**config.mk**
```make
export PLATFORM = sky130hd
export DESIGN_NAME = bus_master
export DESIGN_NICKNAME = d
export VERILOG_FILES = /design/src/rtl/bus_master.sv
export SDC_FILE = /design/constraint.sdc
export NUM_CORES = 1
export LEC_CHECK = 0
export CAP_MARGIN = 10
export CORE_ASPECT_RATIO = 1.4
export CORE_MARGIN = 4
export CORE_UTILIZATION = 25
export CTS_BUF_LIST = sky130_fd_sc_hd__clkbuf_2
export CTS_CLUSTER_SIZE = 16
export DETAILED_ROUTE_END_ITERATION = 8
export PLACE_DENSITY = 0.52
export SKIP_CTS_REPAIR_TIMING = 1
export SYNTH_ARGS = -nofsm -noshare
export SYNTH_HDL_FRONTEND = slang
export SYNTH_SLANG_ARGS = --single-unit
export TNS_END_PERCENT = 30
```
**constraint.sdc**
```tcl
create_clock -name clk -period 4.5 [get_ports clk]
set_clock_uncertainty 0.05 [all_clocks]
set_input_delay 0.9 -clock clk [delete_from_list [all_inputs] [get_ports clk]]
set_output_delay 0.9 -clock clk [all_outputs]
set_load 0.1 [all_outputs]
```
**src/rtl/bus_master.sv**
```systemverilog
// Byte-serial bus master: one CPU request becomes a run of address-byte phases
// and a data phase on the rdy/ack/bus_ctrl handshake bus, with an address-byte cache and a watchdog.
module bus_master #(
    parameter int ADDR_BYTES = 3,
    parameter int ADDR_CACHE = 1,
    parameter int TIMEOUT    = 1024,
    parameter int CTRL_W     = $clog2(ADDR_BYTES + 1)
) (
    input  logic                    clk,
    input  logic                    reset,
    input  logic [8*ADDR_BYTES-1:0] addr,
    input  logic [7:0]              wdata,
    output logic [7:0]              rdata,
    input  logic                    req,
    input  logic                    we,
    input  logic                    use_addr,
    output logic                    done,
    output logic                    err,
    input  logic                    ack,
    output logic                    rdy,
    output logic [CTRL_W-1:0]       bus_ctrl,
    input  logic [7:0]              bus_in,
    output logic [7:0]              bus_out
);

    localparam int CNT_W = (TIMEOUT > 1) ? $clog2(TIMEOUT) : 1;

    typedef enum logic [2:0] {
        IDLE,
        ADDR_DRIVE,
        ADDR_WAIT,
        DATA_DRIVE,
        DATA_WAIT
    } state_t;

    state_t                  state;
    logic                    req_d;
    logic                    ack_m, ack_s, ack_s_d;
    logic [8*ADDR_BYTES-1:0] lat_addr;
    logic [7:0]              lat_wdata;
    logic                    lat_we;
    logic [CTRL_W-1:0]       idx;
    logic [CNT_W-1:0]        wait_cnt;
    logic [7:0]              cache [ADDR_BYTES];
    logic [ADDR_BYTES-1:0]   cache_valid;

    logic                    req_edge, ack_rise;
    logic [ADDR_BYTES-1:0]   need_new, need_lat;
    logic                    first_found, next_found;
    logic [CTRL_W-1:0]       first_idx, next_idx;
    logic [7:0]              cur_byte;
    logic                    wait_expired;

    assign req_edge = req & ~req_d;
    assign ack_rise = ack_s & ~ack_s_d;
    assign wait_expired = (TIMEOUT != 0) && (wait_cnt == CNT_W'(TIMEOUT - 1));

    // A byte is needed unless the cache already holds it; lookups against the
    // incoming address pick the first phase, against the latched one the next.
    // NOTE: every combinational output gets a default first so no latch is inferred.
    always_comb begin
        need_new    = '1;
        need_lat    = '1;
        first_found = 1'b0;
        first_idx   = '0;
        next_found  = 1'b0;
        next_idx    = '0;
        cur_byte    = '0;
        for (int i = 0; i < ADDR_BYTES; i++) begin
            if (ADDR_CACHE != 0 && cache_valid[i]) begin
                need_new[i] = (cache[i] != addr[8*i +: 8]);
                need_lat[i] = (cache[i] != lat_addr[8*i +: 8]);
            end
            if (CTRL_W'(i) == idx)
                cur_byte = lat_addr[8*i +: 8];
        end
        for (int i = ADDR_BYTES - 1; i >= 0; i--) begin
            if (need_new[i]) begin
                first_found = 1'b1;
                first_idx   = CTRL_W'(i);
            end
            if (need_lat[i] && CTRL_W'(i) > idx) begin
                next_found = 1'b1;
                next_idx   = CTRL_W'(i);
            end
        end
    end

    // NOTE: the byte store has no reset; cache_valid alone decides whether an entry counts.
    always_ff @(posedge clk) begin
        if (state == ADDR_WAIT && ack_rise) begin
            for (int i = 0; i < ADDR_BYTES; i++)
                if (CTRL_W'(i) == idx)
                    cache[i] <= cur_byte;
        end
    end

    // NOTE: sequential state uses non-blocking assignments only.
    always_ff @(posedge clk) begin
        if (reset) begin
            state       <= IDLE;
            req_d       <= 1'b0;
            ack_m       <= 1'b0;
            ack_s       <= 1'b0;
            ack_s_d     <= 1'b0;
            lat_addr    <= '0;
            lat_wdata   <= '0;
            lat_we      <= 1'b0;
            idx         <= '0;
            wait_cnt    <= '0;
            cache_valid <= '0;
            rdy         <= 1'b0;
            bus_ctrl    <= '0;
            bus_out     <= '0;
            rdata       <= '0;
            done        <= 1'b0;
            err         <= 1'b0;
        end else begin
            req_d   <= req;
            ack_m   <= ack;
            ack_s   <= ack_m;
            ack_s_d <= ack_s;
            done    <= 1'b0;
            err     <= 1'b0;

            unique case (state)
                IDLE: begin
                    if (req_edge) begin
                        lat_addr  <= addr;
                        lat_wdata <= wdata;
                        lat_we    <= we;
                        if (use_addr && first_found) begin
                            idx   <= first_idx;
                            state <= ADDR_DRIVE;
                        end else begin
                            state <= DATA_DRIVE;
                        end
                    end
                end
                ADDR_DRIVE: begin
                    bus_out  <= cur_byte;
                    bus_ctrl <= idx;
                    rdy      <= 1'b1;
                    wait_cnt <= '0;
                    state    <= ADDR_WAIT;
                end
                ADDR_WAIT: begin
                    if (ack_rise) begin
                        rdy <= 1'b0;
                        for (int i = 0; i < ADDR_BYTES; i++)
                            if (CTRL_W'(i) == idx)
                                cache_valid[i] <= 1'b1;
                        if (next_found) begin
                            idx   <= next_idx;
                            state <= ADDR_DRIVE;
                        end else begin
                            state <= DATA_DRIVE;
                        end
                    end else if (wait_expired) begin
                        rdy         <= 1'b0;
                        done        <= 1'b1;
                        err         <= 1'b1;
                        cache_valid <= '0;
                        state       <= IDLE;
                    end else begin
                        wait_cnt <= wait_cnt + 1'b1;
                    end
                end
                DATA_DRIVE: begin
                    bus_ctrl <= CTRL_W'(ADDR_BYTES);
                    rdy      <= 1'b1;
                    if (lat_we)
                        bus_out <= lat_wdata;
                    wait_cnt <= '0;
                    state    <= DATA_WAIT;
                end
                DATA_WAIT: begin
                    if (ack_rise) begin
                        rdy  <= 1'b0;
                        done <= 1'b1;
                        if (!lat_we)
                            rdata <= bus_in;
                        state <= IDLE;
                    end else if (wait_expired) begin
                        rdy         <= 1'b0;
                        done        <= 1'b1;
                        err         <= 1'b1;
                        cache_valid <= '0;
                        state       <= IDLE;
                    end else begin
                        wait_cnt <= wait_cnt + 1'b1;
                    end
                end
                default: state <= IDLE;
            endcase
        end
    end

endmodule

```
==> flow_metrics.tcl <==
set metrics [dict create \
    power.leakage_nw 1.871 \
    clock_sinks 100 \
    power.density_nw_per_um2 309.7 \
    clk_pin_slew_worst_paths_ps 250 \
    grt_use_total_pct 11.87 \
    drc 0 \
    holdWs_ps 413.0 \
    dieArea_sq_um 20460 \
    yosys_warnings 0 \
    crit_type "register to output pin" \
    via_count 3620 \
    die_w_um 122.0 \
    syn_area_per_cell_sq_um 9.193 \
    route.detailed.wl_per_inst_um 15.20 \
    worst_setup_path_end_kind "output pin" \
    fp.coreArea_sq_um 17920 \
    seq_area_frac_synth_pct 49.27 \
    cp.arrival_ps 2190 \
    synthToLayoutAreaGrowth_pct 21.42 \
    fin_cells 792 \
    fill_cells 1883 \
    final_common_cell "nand2_1" \
    synthDistinctLibCells 52 \
    syn-num-nets 542 \
    finalSetupViolations 0 \
    crit_buf_inv 1 \
    clockRootBuffer "clkbuf_2" \
    p_comb_share_pct 16.3 \
    fin_util_pct 30.83 \
    switching_power_mw 0.5186 \
    dpl.cell_count 776 \
    p_seq_share_pct 58.1 \
    path_max_fanout 3 \
    drive_gt1_share_pct 5.072 \
    slowest_stage "clkdlybuf4s50_1" \
    slew_headroom_pct 31.40 \
    fin_crit_ps 3143 \
    period_share_pct 69.83 \
    rsz0062_at_grt "no" \
    crit_path_start_kind "register" \
    antenna_found_initial 0 \
    pre_cts_slack_ps 1285 \
    syn_inst 495 \
    ir_drop_mv 0.09116 \
    gp_congestion 0.7930 \
    drt_iter0_drc 185 \
    synth_top_area_share_pct 33.43 \
    grt_max_degree 49 \
    final_cell_mix "86 x nand2_1, 76 x dfxtp_1, 65 x clkdlybuf4s50_1" \
    grt_overflow 0 \
    postLayoutCellArea_sq_um 5525 \
    grt_pass1_wl_um 18790 \
    synth_area_sq_um 4551 \
    diodes 0 \
    synth_area_leaders "dfxtp_1 33%, edfxtp_1 16%, nand2_1 7.1%" \
    finalSetupTns_ps 0 \
    grt_pass1_vias 3601 \
    dp_hpwl_um 8953 \
    yosys.area.top_type "dfxtp_1" \
    cts_buffers 9 \
    cts_max_path_buffers 2 \
    fmax_ghz 0.3182 \
    crit_required_ps 3550 \
    crit_family "buffers and inverters" \
    avgViaCountPerCell 4.571 \
    hold_viol_final 0 \
    holdCritPathClass "register to register" \
    io_pins 67 \
    synth-main-ff-cell "dfxtp_1" \
    start_util_pct 25.39 \
    maxCapViolations 0 \
    ys_ff_latch 100 \
    fin_nets 594 \
    status "finished, final reports clean" \
    synth_enable_flop_cells 24 \
    firstDrtPassIters 4 \
    synthArstFlopShare_pct 0 \
    die_y_um 167.6 \
    fin_ws_ps 1357 \
    finalMaxSlewViolations 0 \
    clockPowerShare_pct 25.7 \
    portBuffers 66 \
    path_cells "clkdlybuf4s50_1" \
    worst_pin_slew_ps 1028 \
    cts_tree "done" \
    drt_wl_total_um 12040 \
    insertion_delay_ps 600 \
    row_count 58 \
    ant_nets 0 \
    slowest_delay_ps 1170 \
    place_area_sq_um 5411 \
    htreeDepth 3 \
    power_mw 1.711 \
    switching_share_pct 30.31 \
    p_int_mw 1.192 \
]
-- logic make-up (layout without fill, tap and decap cells) --
group,Yosys count,in the layout,share of synthesized area (%)
AOI/OAI and AO/OA,101,101,13.78
xor gates and xnor gates,47,47,9.046
adders and majority gates,1,1,0.2749
buffers and inverters,35,92,3.162
DFF,100,100,49.27
muxes,20,20,4.399
and+or+nand+nor,191,191,20.07
-- power groups by stage --
stage	clock network [mW]	registers (mW)	logic, mW
5_1_grt	0.494	1.00	0.303
3_3_place_gp	0	1.01	0.281
4_1_cts	0.462	0.995	0.283
6_report	0.439	0.994	0.278
3_5_place_dp	0	1.01	0.281
2_1_floorplan	0	1.05	0.135
-- synthesized netlist by cell type, drive strengths merged, types with 9 or more instances --
cell,count
xnor2,19
xor2,28
a21oi,47
clkbuf,20
edfxtp,24
dfxtp,76
nor3,13
a211oi,9
o21ai,19
nor2,42
nand2,86
mux2i,20
-- metal layers --
layer | GRT usage [%] | vias up | part of all wire (%)
met5 | 0 | - | 0
met4 | 4.827 | 0 | 2.2
met3 | 2.872 | 17 | 4.9
met2 | 21.13 | 65 | 52
met1 | 13.42 | 1714 | 41
li1 | - | 1824 | -
-- sequential cells by signal, summed over array words and instances (netlist names), 2 cells and up --
name / count
wait_cnt: 10
cache: 24
bus_ctrl: 2
cache_valid: 3
lat_wdata: 8
rdata: 8
bus_out: 8
state: 3
idx: 2
lat_addr: 24
-- layout make-up --
class                           count  area, sq um  area share [%]
Inverter                            7        26.28          0.4755
Clock inverter                      6        63.81           1.155
Timing Repair Buffer               69        678.2           12.27
Multi-Input combinational cell    360         2165           39.18
Tap cell                          240        300.3           5.435
Sequential cell                   100         2242           40.58
Clock buffer                       10        50.05          0.9058
-- worst paths after layout --
check                        end                    start  depth (start not counted)  slack (ps)
min             ack_s$_SDFF_PP0_         ack_m$_SDFF_PP0_                          1         410
min reg2reg     ack_s$_SDFF_PP0_         ack_m$_SDFF_PP0_                          1         410
max reg2reg  idx[0]$_SDFFE_PP0P_    state[1]$_SDFFE_PP0P_                          6        2010
max                   bus_out[0]  bus_out[0]$_SDFFE_PP0P_                          1        1360
Note: power is estimated with default switching activity, not from simulation.
==> edit 1 (same settings) <==
Encoding of `state_t`: now Gray code (3 bits for 5 states).
--- a/src/rtl/bus_master.sv
+++ b/src/rtl/bus_master.sv
@@ -26,11 +26,11 @@
     localparam int CNT_W = (TIMEOUT > 1) ? $clog2(TIMEOUT) : 1;
 
     typedef enum logic [2:0] {
-        IDLE,
-        ADDR_DRIVE,
-        ADDR_WAIT,
-        DATA_DRIVE,
-        DATA_WAIT
+        IDLE       = 3'b000,
+        ADDR_DRIVE = 3'b001,
+        ADDR_WAIT  = 3'b011,
+        DATA_DRIVE = 3'b010,
+        DATA_WAIT  = 3'b110
     } state_t;
 
     state_t                  state;
Behaviour: same outputs for any inputs over 10 cycles, from zero or initial values and one cycle with reset high; not proved beyond that.
==> edit 1 against the original RTL <==
Wire length increased by 2.9%. Sequential power increased by 0.5%. Register-to-register slack improved by 0.13 ns. Clock power increased by 4%. Die area increased by 0.78%. Count of clock-buffer cells in the layout decreased by 1. Via count decreased by 1.3%. Area after synthesis increased by 0.82%. Sequential cell count unchanged. Power increased by 4.0%. Setup slack improved by 0.037 ns. Design area increased by 0.77%. Synthesized cell count decreased by 0.40%. Critical endpoint is now bus_out[3].
==> edit 1: results (changes against the original RTL) <==
run_status:
  run_status: "finished clean"  # unchanged
placement:
  place_congestion: 0.857  # was 0.793
  place_worst_setup_slack_ns: 1.46  # was 1.29 ns
  placed_cells: 775  # was 776
  place_area_um2: 5450  # was 5410 um^2
  hpwlAfterDp_mm: 9.26  # was 8.95 mm
  io_buffers: 66  # unchanged
timing:
  worstMarginPinSlew_ns: 1.02  # was 1.03 ns
  whs_ns: 0.414  # was 0.413 ns
grt:
  grt_pass1_vias: 3688  # was 3,601
  grtUsageMet2: 0.213  # was 0.211
  use_met1: 0.142  # was 0.134
  use_met3: 0.0339  # was 0.0287
  antenna_found_initial: 1  # was 0
  grt_max_degree: 51  # was 49
  grt_pass1_wl_mm: 19.7  # was 18.8 mm
  grt_use_total: 0.123  # was 0.119
drt:
  routed.top_layer: "met4"  # unchanged
  detail_route.iter0.violations: 130  # was 185
  vias: 3572  # was 3,620
  route.met3.wl_um: 647  # was 586 um
  met1_length_mm: 5.06  # was 4.98 mm
  dr_wl_met2_mm: 6.33  # was 6.20 mm
  wire_per_inst_um: 15.6  # was 15.2 um
worst_setup_path:
  worst-path-max-fanout: 2  # was 3
  r2r-start: "state[2]"  # was state[1]
  r2r_end: "lat_addr[1]"  # was idx[0]
  cp.arrival_ns: 2.16  # was 2.19 ns
  r2r_cells: 5  # was 6
  slowest_delay_ns: 1.14  # was 1.17 ns
  r2r_setup_slack_ns: 2.14  # was 2.01 ns
flow_run:
  cap_violations: 0  # unchanged
cts:
  cts.clk_slew.worst_paths_ns: 0.29  # was 0.25 ns
  worstSkewPairLatency_ns: 0.59
logic_synthesis:
  yosys-top-cells-area: "dfxtp_1, edfxtp_1, xnor2_1"  # was dfxtp_1, edfxtp_1, nand2_1
  ys_types: 48  # was 52
  synth-seq-area-share: 0.489  # was 0.493
  synth_compound_area_frac: 0.111  # was 0.138
  synth_mux_area_frac: 0.0764  # was 0.0440
  yosys_warnings: 0  # unchanged
  synthesis.nets: 540  # was 542
  synth_xor_xnor_area_share: 0.0878  # was 0.0905
  synth_commonest_cells: "nand2_1, dfxtp_1, xnor2_1"  # was nand2_1, dfxtp_1, a21oi_1
  syn-mean-instance-area_um2: 9.31  # was 9.19 um^2
  synth_fa_ha_area_frac: 0.00273  # was 0.00275
power_and_ir_drop:
  power_leakage_nw: 1.86  # was 1.87 nW
  pwr-share-seq: 0.561  # was 0.581
  p_int_mw: 1.22  # was 1.19 mW
  power.clock.fraction: 0.257  # about the same
  p_clk_mw: 0.457  # was 0.439 mW
  ir_drop_v: 0.000112  # was 0.0000912 V
final_layout:
  fin_nets: 593  # was 594
  drive_above_1_share: 0.0726  # was 0.0507
  n_fill_cell: 1976  # was 1,883
min_path:
  min_path_type: "reg2reg"  # unchanged
-- edit 1: cell types whose count changed after synthesis, sizes merged, moves of 6 or more --
cell,change
xor2,-27
xnor2,+26
o21ai,-11
mux2,+8
mux2i,+6
nand2,+6
-- edit 1: worst max-delay path by stage --
stage	from	end	slack [ns]	cells past startpoint
2_1_floorplan	addr[15]	idx[0]	2.43	6
3_3_place_gp	req	lat_we	1.56	6
3_5_place_dp	req	lat_wdata[7]	1.46	6
4_1_cts	bus_out[3]	bus_out[3]	1.33	1
5_1_grt	bus_ctrl[1]	bus_ctrl[1]	1.26	1
6_report	bus_out[3]	bus_out[3]	1.39	1
-- edit 1: final cells by class --
class	count	area, um^2	area share
Inverter	9	33.8	0.00607
Tap cell	240	300	0.0539
Clock inverter	7	75.1	0.0135
Timing Repair Buffer	69	678	0.122
Multi-Input combinational cell	357	2190	0.393
Sequential cell	100	2240	0.403
Antenna cell	1	2.50	0.000449
Clock buffer	9	45.0	0.00809
==> edit 2 (same settings) <==
Without the edit above. The parameter `TIMEOUT` goes from 1024 to 512.
--- a/src/rtl/bus_master.sv
+++ b/src/rtl/bus_master.sv
@@ -3,7 +3,7 @@
 module bus_master #(
     parameter int ADDR_BYTES = 3,
     parameter int ADDR_CACHE = 1,
-    parameter int TIMEOUT    = 1024,
+    parameter int TIMEOUT    = 512,
     parameter int CTRL_W     = $clog2(ADDR_BYTES + 1)
 ) (
     input  logic                    clk,
Function: no difference found for any inputs over 10 cycles, from zero or initial values and one cycle with reset high; that may be too few to reach the edited logic, so the function may still have changed.
==> edit 2 against the original RTL <==
Area after synthesis decreased by 5.2%. Via count decreased by 5.2%. Design area decreased by 4.4%. Global-route usage increased by 0.21 points. Core utilization increased by 0.47 points. Final cell count decreased by 4.0%. Setup slack improved by 0.030 ns. Power decreased by 2.5%. Clock power decreased by 14%. Wire length decreased by 2.4%. Die area decreased by 4.9%. Sequential cell count decreased by 1. Critical path type unchanged. Largest power group unchanged.
==> edit 2: results (changes against the original RTL) <==
logic_synthesis:
  synth_commonest_cells: "nand2_1, dfxtp_1, a21oi_1"  # unchanged
  synth-seq-area-share: 0.515  # was 0.493
  yosys-top-cells-area: "dfxtp_1, edfxtp_1, xor2_1"  # was dfxtp_1, edfxtp_1, nand2_1
  syn-mean-instance-area_um2: 9.30  # was 9.19 um^2
  ys_types: 44  # was 52
  synthesis.nets: 512  # was 542
worst_setup_path:
  cp.arrival_ns: 2.16  # was 2.19 ns
  r2r_setup_slack_ns: 1.85  # was 2.01 ns
  r2r_cells: 5  # was 6
  endpoint: "rdy"  # was bus_out[0]
  critPathLaunch: "rdy"  # was bus_out[0]
  crit_family: "buffers and inverters"  # unchanged
  worst-path-max-fanout: 2  # was 3
  r2r_end: "wait_cnt[5]"  # was idx[0]
placement:
  place_area_um2: 5200  # was 5410 um^2
  place_worst_setup_slack_ns: 1.25  # was 1.29 ns
  place_congestion: 0.813  # was 0.793
  placed_cells: 743  # was 776
  hpwlAfterDp_mm: 8.66  # was 8.95 mm
timing:
  setup_viol: 0  # unchanged
  worstMarginPinSlew_ns: 1.02  # was 1.03 ns
  fmax_mhz: 321  # was 318 MHz
  whs_ns: 0.419  # was 0.413 ns
drt:
  wire_per_inst_um: 15.5  # was 15.2 um
  via_per_inst: 4.52  # was 4.57
  route.met3.wl_um: 440  # was 586 um
  detail_route.iter0.violations: 168  # was 185
  vias: 3432  # was 3,620
  dr_wl_met2_mm: 5.93  # was 6.20 mm
  met1_length_mm: 5.11  # was 4.98 mm
grt:
  use_met3: 0.0281  # was 0.0287
  grtUsageMet2: 0.209  # was 0.211
  grt_pass1_wl_mm: 18.3  # was 18.8 mm
  use_met1: 0.143  # was 0.134
  grt_pass1_vias: 3549  # was 3,601
  antenna_found_initial: 1  # was 0
  grt_max_degree: 61  # was 49
cts:
  worstSkewPairLatency_ns: 0.58  # was 0.60 ns
  cts.clk_slew.worst_paths_ns: 0.27  # was 0.25 ns
  root_buffer: "clkbuf_2"  # unchanged
final_layout:
  n_fill_cell: 1809  # was 1,883
  ff_latch_area_um2: 2220  # was 2240 um^2
  largest_registers: "cache: 24 flops, lat_addr: 24 flops, wait_cnt: 9 flops"  # was cache: 24 flops, lat_addr: 24 flops, wait_cnt: 10 flops
  drive_above_1_share: 0.0531  # was 0.0507
  fin_nets: 570  # was 594
power_and_ir_drop:
  power_leakage_nw: 1.90  # was 1.87 nW
  ir_drop_v: 0.000133  # was 0.0000912 V
run_status:
  run_status: "finished clean"  # unchanged
[edit 2: final cells by class]
class / instances / share of cell area
well taps: 232 / 0.0549
multi-input cells: 334 / 0.372
flip-flops and latches: 99 / 0.421
clock buffers: 11 / 0.0104
repair buffers: 71 / 0.131
inverters: 7 / 0.00497
clock inverters: 5 / 0.00545
diodes: 1 / 0.000474
[edit 2: kinds of logic (layout without fill, tap and decap cells)]
logic type / Yosys count / after routing / share of synthesized area
AND/OR/NAND/NOR: 172 / 172 / 0.186
XOR/XNOR: 44 / 44 / 0.0893
buffers and inverters: 31 / 94 / 0.0293
AO/OA/AOI/OAI: 99 / 99 / 0.135
adder cells (fa/ha/maj): 2 / 2 / 0.00580
other: 0 / 1 / 0
flip-flops: 99 / 99 / 0.515
multiplexers: 17 / 17 / 0.0394
[edit 2: report_power, final]
part	switching (mW)	total, mW	internal, mW
clock network	0.300	0.376	0.0760
logic	0.186	0.296	0.110
registers	0.0437	0.995	0.952
total	0.530	1.67	1.14
